**config.mk**
```make
export PLATFORM = sky130hd
export DESIGN_NAME = branch_resolve_unit
export DESIGN_NICKNAME = d
export VERILOG_FILES = /design/src/rtl/branch_pkg.sv /design/src/rtl/branch_cmp.sv /design/src/rtl/branch_resolve_unit.sv
export SDC_FILE = /design/constraint.sdc
export NUM_CORES = 1
export LEC_CHECK = 0
export ABC_AREA = 1
export BUFFER_PORTS_ARGS = -buffer_cell sky130_fd_sc_hd__clkbuf_2
export CAP_MARGIN = 10
export CORE_ASPECT_RATIO = 1.5
export CORE_MARGIN = 2
export CORE_UTILIZATION = 30
export CTS_CLUSTER_SIZE = 24
export DETAILED_ROUTE_END_ITERATION = 10
export PLACE_DENSITY = 0.56
export SYNTH_ARGS = -nofsm -noshare
export SYNTH_HDL_FRONTEND = slang
export SYNTH_HIERARCHICAL = 1
export SYNTH_SLANG_ARGS = --single-unit
export TNS_END_PERCENT = 5
```
**constraint.sdc**
```tcl
create_clock -name clk -period 2.98 [get_ports clk]
set_input_delay 0.149 -clock clk [delete_from_list [all_inputs] [get_ports clk]]
set_output_delay 0.149 -clock clk [all_outputs]
set_load 0.03 [all_outputs]
```
**src/rtl/branch_pkg.sv**
```systemverilog
// Shared definitions for the EX-stage branch resolver: branch funct3 codes,
// 2-bit BHT counter encodings and their saturating update helpers.
package branch_pkg;

  localparam logic [2:0] F3_BEQ  = 3'b000;
  localparam logic [2:0] F3_BNE  = 3'b001;
  localparam logic [2:0] F3_BLT  = 3'b100;
  localparam logic [2:0] F3_BGE  = 3'b101;
  localparam logic [2:0] F3_BLTU = 3'b110;
  localparam logic [2:0] F3_BGEU = 3'b111;

  // The MSB of the counter is the taken prediction.
  typedef enum logic [1:0] {
    SNT = 2'b00,
    WNT = 2'b01,
    WT  = 2'b10,
    ST  = 2'b11
  } bht_state_e;

  function automatic bht_state_e sat_inc(input bht_state_e s);
    return (s == ST) ? ST : bht_state_e'(s + 2'd1);
  endfunction

  function automatic bht_state_e sat_dec(input bht_state_e s);
    return (s == SNT) ? SNT : bht_state_e'(s - 2'd1);
  endfunction

endpackage

```
**src/rtl/branch_cmp.sv**
```systemverilog
// Combinational branch condition evaluator for the six RV64 conditional
// branches; funct3 010/011 are flagged illegal and never taken.
module branch_cmp
  import branch_pkg::*;
#(
  parameter int XLEN = 64
) (
  input  logic [2:0]      funct3,
  input  logic [XLEN-1:0] rs1,
  input  logic [XLEN-1:0] rs2,
  output logic            taken,
  output logic            illegal
);

  logic eq;
  logic lt_s;
  logic lt_u;

  assign eq   = (rs1 == rs2);
  assign lt_s = ($signed(rs1) < $signed(rs2));
  assign lt_u = (rs1 < rs2);

  // NOTE: every output of a combinational block gets a default first, so no
  // path through the case statement can leave it unassigned and infer a latch.
  always_comb begin
    taken   = 1'b0;
    illegal = 1'b0;
    case (funct3)
      F3_BEQ:  taken = eq;
      F3_BNE:  taken = ~eq;
      F3_BLT:  taken = lt_s;
      F3_BGE:  taken = ~lt_s;
      F3_BLTU: taken = lt_u;
      F3_BGEU: taken = ~lt_u;
      default: illegal = 1'b1;
    endcase
  end

endmodule

```
**src/rtl/branch_resolve_unit.sv**
```systemverilog
// EX-stage branch resolver: evaluates the branch, trains a 2-bit-counter BHT,
// serves IF predictions, issues a registered redirect on mispredict and keeps
// saturating perf counters.
module branch_resolve_unit
  import branch_pkg::*;
#(
  parameter int XLEN        = 64,
  parameter int PC_W        = 64,
  parameter int BHT_ENTRIES = 64,
  parameter int PERF_W      = 32
) (
  input  logic              clk,
  input  logic              reset_n,
  input  logic [PC_W-1:0]   if_pc,
  output logic              if_pred_taken,
  input  logic              ex_valid,
  input  logic              ex_stall,
  input  logic [2:0]        ex_funct3,
  input  logic [XLEN-1:0]   ex_rs1,
  input  logic [XLEN-1:0]   ex_rs2,
  input  logic [PC_W-1:0]   ex_pc,
  input  logic [PC_W-1:0]   ex_target,
  input  logic              ex_pred_taken,
  output logic              ex_taken,
  output logic              illegal_branch,
  output logic              redirect_valid,
  output logic [PC_W-1:0]   redirect_pc,
  output logic [PERF_W-1:0] perf_branches,
  output logic [PERF_W-1:0] perf_mispred
);

  localparam int IDX_W = $clog2(BHT_ENTRIES);

  logic             resolve;
  logic             cmp_taken;
  logic             cmp_illegal;
  logic             mispredict;
  logic [IDX_W-1:0] if_idx;
  logic [IDX_W-1:0] ex_idx;
  bht_state_e       if_entry;
  bht_state_e       bht_next;

  bht_state_e       bht_q [BHT_ENTRIES];
  logic             redirect_valid_q, redirect_valid_d;
  logic [PC_W-1:0]  redirect_pc_q,    redirect_pc_d;
  logic [PERF_W-1:0] perf_br_q,       perf_br_d;
  logic [PERF_W-1:0] perf_mp_q,       perf_mp_d;

  branch_cmp #(.XLEN(XLEN)) u_cmp (
    .funct3  (ex_funct3),
    .rs1     (ex_rs1),
    .rs2     (ex_rs2),
    .taken   (cmp_taken),
    .illegal (cmp_illegal)
  );

  assign resolve        = ex_valid & ~ex_stall;
  assign ex_taken       = resolve & cmp_taken;
  assign illegal_branch = resolve & cmp_illegal;
  assign mispredict     = resolve & ~cmp_illegal & (ex_taken != ex_pred_taken);

  assign if_idx        = if_pc[IDX_W+1:2];
  assign ex_idx        = ex_pc[IDX_W+1:2];
  assign if_entry      = bht_q[if_idx];
  assign if_pred_taken = if_entry[1];
  assign bht_next      = ex_taken ? sat_inc(bht_q[ex_idx]) : sat_dec(bht_q[ex_idx]);

  logic unused_if_pc_bits;
  assign unused_if_pc_bits = ^{if_pc[PC_W-1:IDX_W+2], if_pc[1:0]};

  always_comb begin
    redirect_valid_d = mispredict;
    redirect_pc_d    = redirect_pc_q;
    perf_br_d        = perf_br_q;
    perf_mp_d        = perf_mp_q;
    if (mispredict) begin
      // Fall-through PC wraps modulo 2^PC_W.
      redirect_pc_d = ex_taken ? ex_target : ex_pc + PC_W'(4);
    end
    if (resolve && !(&perf_br_q)) perf_br_d = perf_br_q + PERF_W'(1);
    if (mispredict && !(&perf_mp_q)) perf_mp_d = perf_mp_q + PERF_W'(1);
  end

  // NOTE: sequential state is updated with non-blocking assignments so every
  // register samples pre-edge values regardless of process ordering.
  always_ff @(posedge clk or negedge reset_n) begin
    if (!reset_n) begin
      redirect_valid_q <= 1'b0;
      redirect_pc_q    <= '0;
      perf_br_q        <= '0;
      perf_mp_q        <= '0;
    end else begin
      redirect_valid_q <= redirect_valid_d;
      redirect_pc_q    <= redirect_pc_d;
      perf_br_q        <= perf_br_d;
      perf_mp_q        <= perf_mp_d;
    end
  end

  // NOTE: the BHT is a flop array, not a RAM, so every entry is reset
  // individually; this is what lets prediction start at weak-NT everywhere.
  always_ff @(posedge clk or negedge reset_n) begin
    if (!reset_n) begin
      for (int i = 0; i < BHT_ENTRIES; i++) bht_q[i] <= WNT;
    end else if (resolve && !cmp_illegal) begin
      bht_q[ex_idx] <= bht_next;
    end
  end

  assign redirect_valid = redirect_valid_q;
  assign redirect_pc    = redirect_pc_q;
  assign perf_branches  = perf_br_q;
  assign perf_mispred   = perf_mp_q;

endmodule

```
==> impl_results.md <==
* Outcome: finished clean
* Number of flops mapped to enable cells by yosys at 0
* DRC at 0
* Synth Instances at 2734
* RSZ-0062 raised after global routing: no
* Worst VDD drop at 0.6111 mV
* Reg2Reg Capture Point: perf_branches[26]
* DR vias at 19597
* Vias/cell at 4.830
* Fin crit period at 2.672 ns
* CTS root buf: clkbuf_16
* Design Area, Final at 23240 um^2
* Yosys reg bits at 257
* Multi-input logic area at 9854 um^2
* GP Congestion at 0.9542
* R2r setup slk at 0.70 ns
* CP endpoint kind: output port
* DP HPWL at 53250 um
* Starting Density at 30.18%
* Slew HR at 51.64%
* Gr ovfl total at 0
* CP Max Fanout at 20
* Total CTS buffers at 31
* Final-report hold violation count at 0
* Clock Skew at 0.01035 ns
* Largest net degree at the start of global routing at 78
* Post-layout nets at 3639
* Final setup violation count at 0
* F_max at 374.2 MHz
* Worst Tran Pin Value at 0.7254 ns
* Worst skew pair latency at 0.60 ns
* Final core utilization at 38.90%
* Vias in the first global route at 19861
* Critical path startpoint category: input pin
* Synthesized area at 18030 um^2
* CTS sink cnt at 257
* Clk buf depth at 3
* CTS tree: yes
* Arrival time worst endpoint at 2.52 ns
* Core region area at 59730 um^2
* Setup TNS at 0 ns
* DIE AREA at 62100 um^2
* Average cell area after synthesis at 6.593 um^2
* Slew Limit Fails at 0
* CP required at 2.83 ns
* Post-route ant nets at 0
* Clock transition at path regs at 0.06 ns
* DRT Pass-1 Iters at 7
* Fraction of registers with async set/reset at 100.0%
* WHS Path Cells at 4
* Die W at 204.1 um
* Initial antenna violation count at 6
* Total power at 11.06 mW
* Synth cell types at 40
* P_leak at 11.95 nW
* Commonest non-fill, non-tap cells in the layout: nand2_1, clkbuf_2, inv_1
* Final period util at 89.68%
* Net Count, Synth at 3129
* Buffers added on ports at 401
* DP Area at 21290 um^2
* Pwr dens at 475.8 nW/um^2
* Top FF cell, synth: dfrtp_1
* Hold path endpoint: redirect_pc[33]
* Hold_sp: ex_pc[33]
* Starting DRT DRC Count at 1116
* Die Ht at 304.2 um
* Num rows at 110
* Most common cell after layout, fill and taps aside: nand2_1
* Io pins at 460
* GRT Total Usage at 21.95%
* First-pass GRT wire length at 107900 um
* YS warnings at 6
* Max_cap viols at 0
* WS Path Type: input pin to output port
* CTS H-tree lvls at 1
* Layout cells sized above 1 at 19.55%
* Fillers at 6516
* Wire per inst at 17.10 um
* Reg2Reg Depth at 11
* Routed wire length at 69360 um
* Seq/Total Area, Yosys at 36.12%
* Crit. Startpoint: ex_rs2[63]
* FF-to-FF Start: perf_branches[1]
* Area growth, synth to finish at 28.90%
* Reg area at 6511 um^2
* Hold Crit Class: input pin to register
sequential cells by signal, indices dropped and copies added, names as in the netlist:
signal,count
perf_mispred,32
redirect_pc,64
perf_branches,32
bht_q,128
redirect_valid,1
critical path, cell delays in order:
cell and delay [ns]:
clkbuf_2 0.07, inv_1 0.05, ha_1 0.31, nand2_1 0.08, inv_2 0.06, nand4_2 0.16
nor2_4 0.18, nand4_1 0.13, nor2_1 0.17, nand3_1 0.08, o21ai_1 0.09, nor2_2 0.06
nand3_2 0.05, inv_1 0.05, buf_4 0.14, nor2_4 0.15, buf_6 0.16, buf_12 0.16
clkbuf_4 0.21
metrics by stage:
step,std cells,setup slack (ns),hold slack (ns)
6_report,4057,0.3075,0.01800
5_1_grt,4057,0.01587,0.03327
4_1_cts,4051,0.007228,0.0002445
3_5_place_dp,3901,-0.3829,0.1801
3_3_place_gp,3901,-0.3572,0.1735
2_1_floorplan,2734,0.06782,-0.1466
cell usage after synthesis (2+ instances only):
cell | instances | share of area (%)
xor2_1 | 61 | 3.0
nor3_1 | 95 | 2.6
o21ai_0 | 138 | 3.8
dfstp_2 | 64 | 9.3
o21ai_1 | 8 | 0.22
a21oi_1 | 72 | 2.0
buf_4 | 4 | 0.17
nand2_2 | 6 | 0.21
clkbuf_1 | 43 | 0.90
nand3b_1 | 3 | 0.12
and3_1 | 2 | 0.069
or2_2 | 13 | 0.45
nor2_4 | 2 | 0.12
a21o_1 | 3 | 0.12
clkinv_1 | 3 | 0.062
buf_6 | 8 | 0.50
nand4_2 | 2 | 0.14
nor2_2 | 8 | 0.28
o21a_1 | 6 | 0.25
o21bai_1 | 2 | 0.083
nand4_1 | 40 | 1.4
and2_1 | 2 | 0.069
dfrtp_1 | 193 | 27
o211ai_1 | 31 | 1.3
inv_1 | 320 | 6.7
buf_1 | 7 | 0.15
nand3_1 | 161 | 4.5
nor2_1 | 293 | 6.1
nand3_2 | 3 | 0.17
nor3_2 | 2 | 0.11
inv_2 | 7 | 0.15
xnor2_1 | 32 | 1.6
nand2_1 | 987 | 21
ha_1 | 67 | 4.7
or2_0 | 3 | 0.10
nor4_1 | 11 | 0.38
buf_2 | 29 | 0.81
report_power, final:
part	internal, mW	leakage (nW)	switching [mW]
clock network	2.13	0.480	1.63
registers	3.93	3.21	0.324
logic	0.986	8.26	2.06
per-layer routing:
layer / up-vias / track usage, % / share of wire (%)
met3: 170 / 2.849 / 5.5
met5: - / 0 / 0.040
met4: 4 / 10.70 / 5.1
li1: 9639 / - / -
met1: 9109 / 24.33 / 38
met2: 675 / 40.67 / 51
layout make-up:
cell class / count / area share (%)
clock buffers: 45 / 3.780
clock inverters: 13 / 0.4523
multi-input cells: 2056 / 42.41
flip-flops and latches: 257 / 28.02
repair buffers: 568 / 15.74
inverters: 330 / 5.331
well taps: 784 / 4.222
diodes: 4 / 0.04308
logic make-up (layout without fill, tap and decap cells):
kind of cell	count (synthesis)	count (layout)	share of synthesized area [%]
AND/OR/NAND/NOR	1635	1635	37.47
buffers and inverters	421	956	9.384
AO/OA/AOI/OAI	261	261	7.850
flip-flops	257	257	36.12
XOR/XNOR	93	93	4.519
adder cells (fa/ha/maj)	67	67	4.650
other	0	4	0
worst max path at each step:
stage	endpoint	slack (ns)
final	ex_taken	0.31
after floorplan	perf_mispred[27]	0.07
after detailed placement	redirect_pc[11]	-0.38
after global routing	ex_taken	0.02
after CTS	ex_taken	0.007
after global placement	redirect_pc[12]	-0.36
timing repair:
| item | in CTS | in global routing |
|---|---|---|
| buffers inserted | 0 | 2 |
| resized for setup | 0 | 6 |
| endpoints found under the hold margin | 136 | 0 |
| hold buffers | 92 | 0 |
| setup endpoints to repair | 0 | 22 |
No activity file was read; power rests on OpenSTA's default activity.
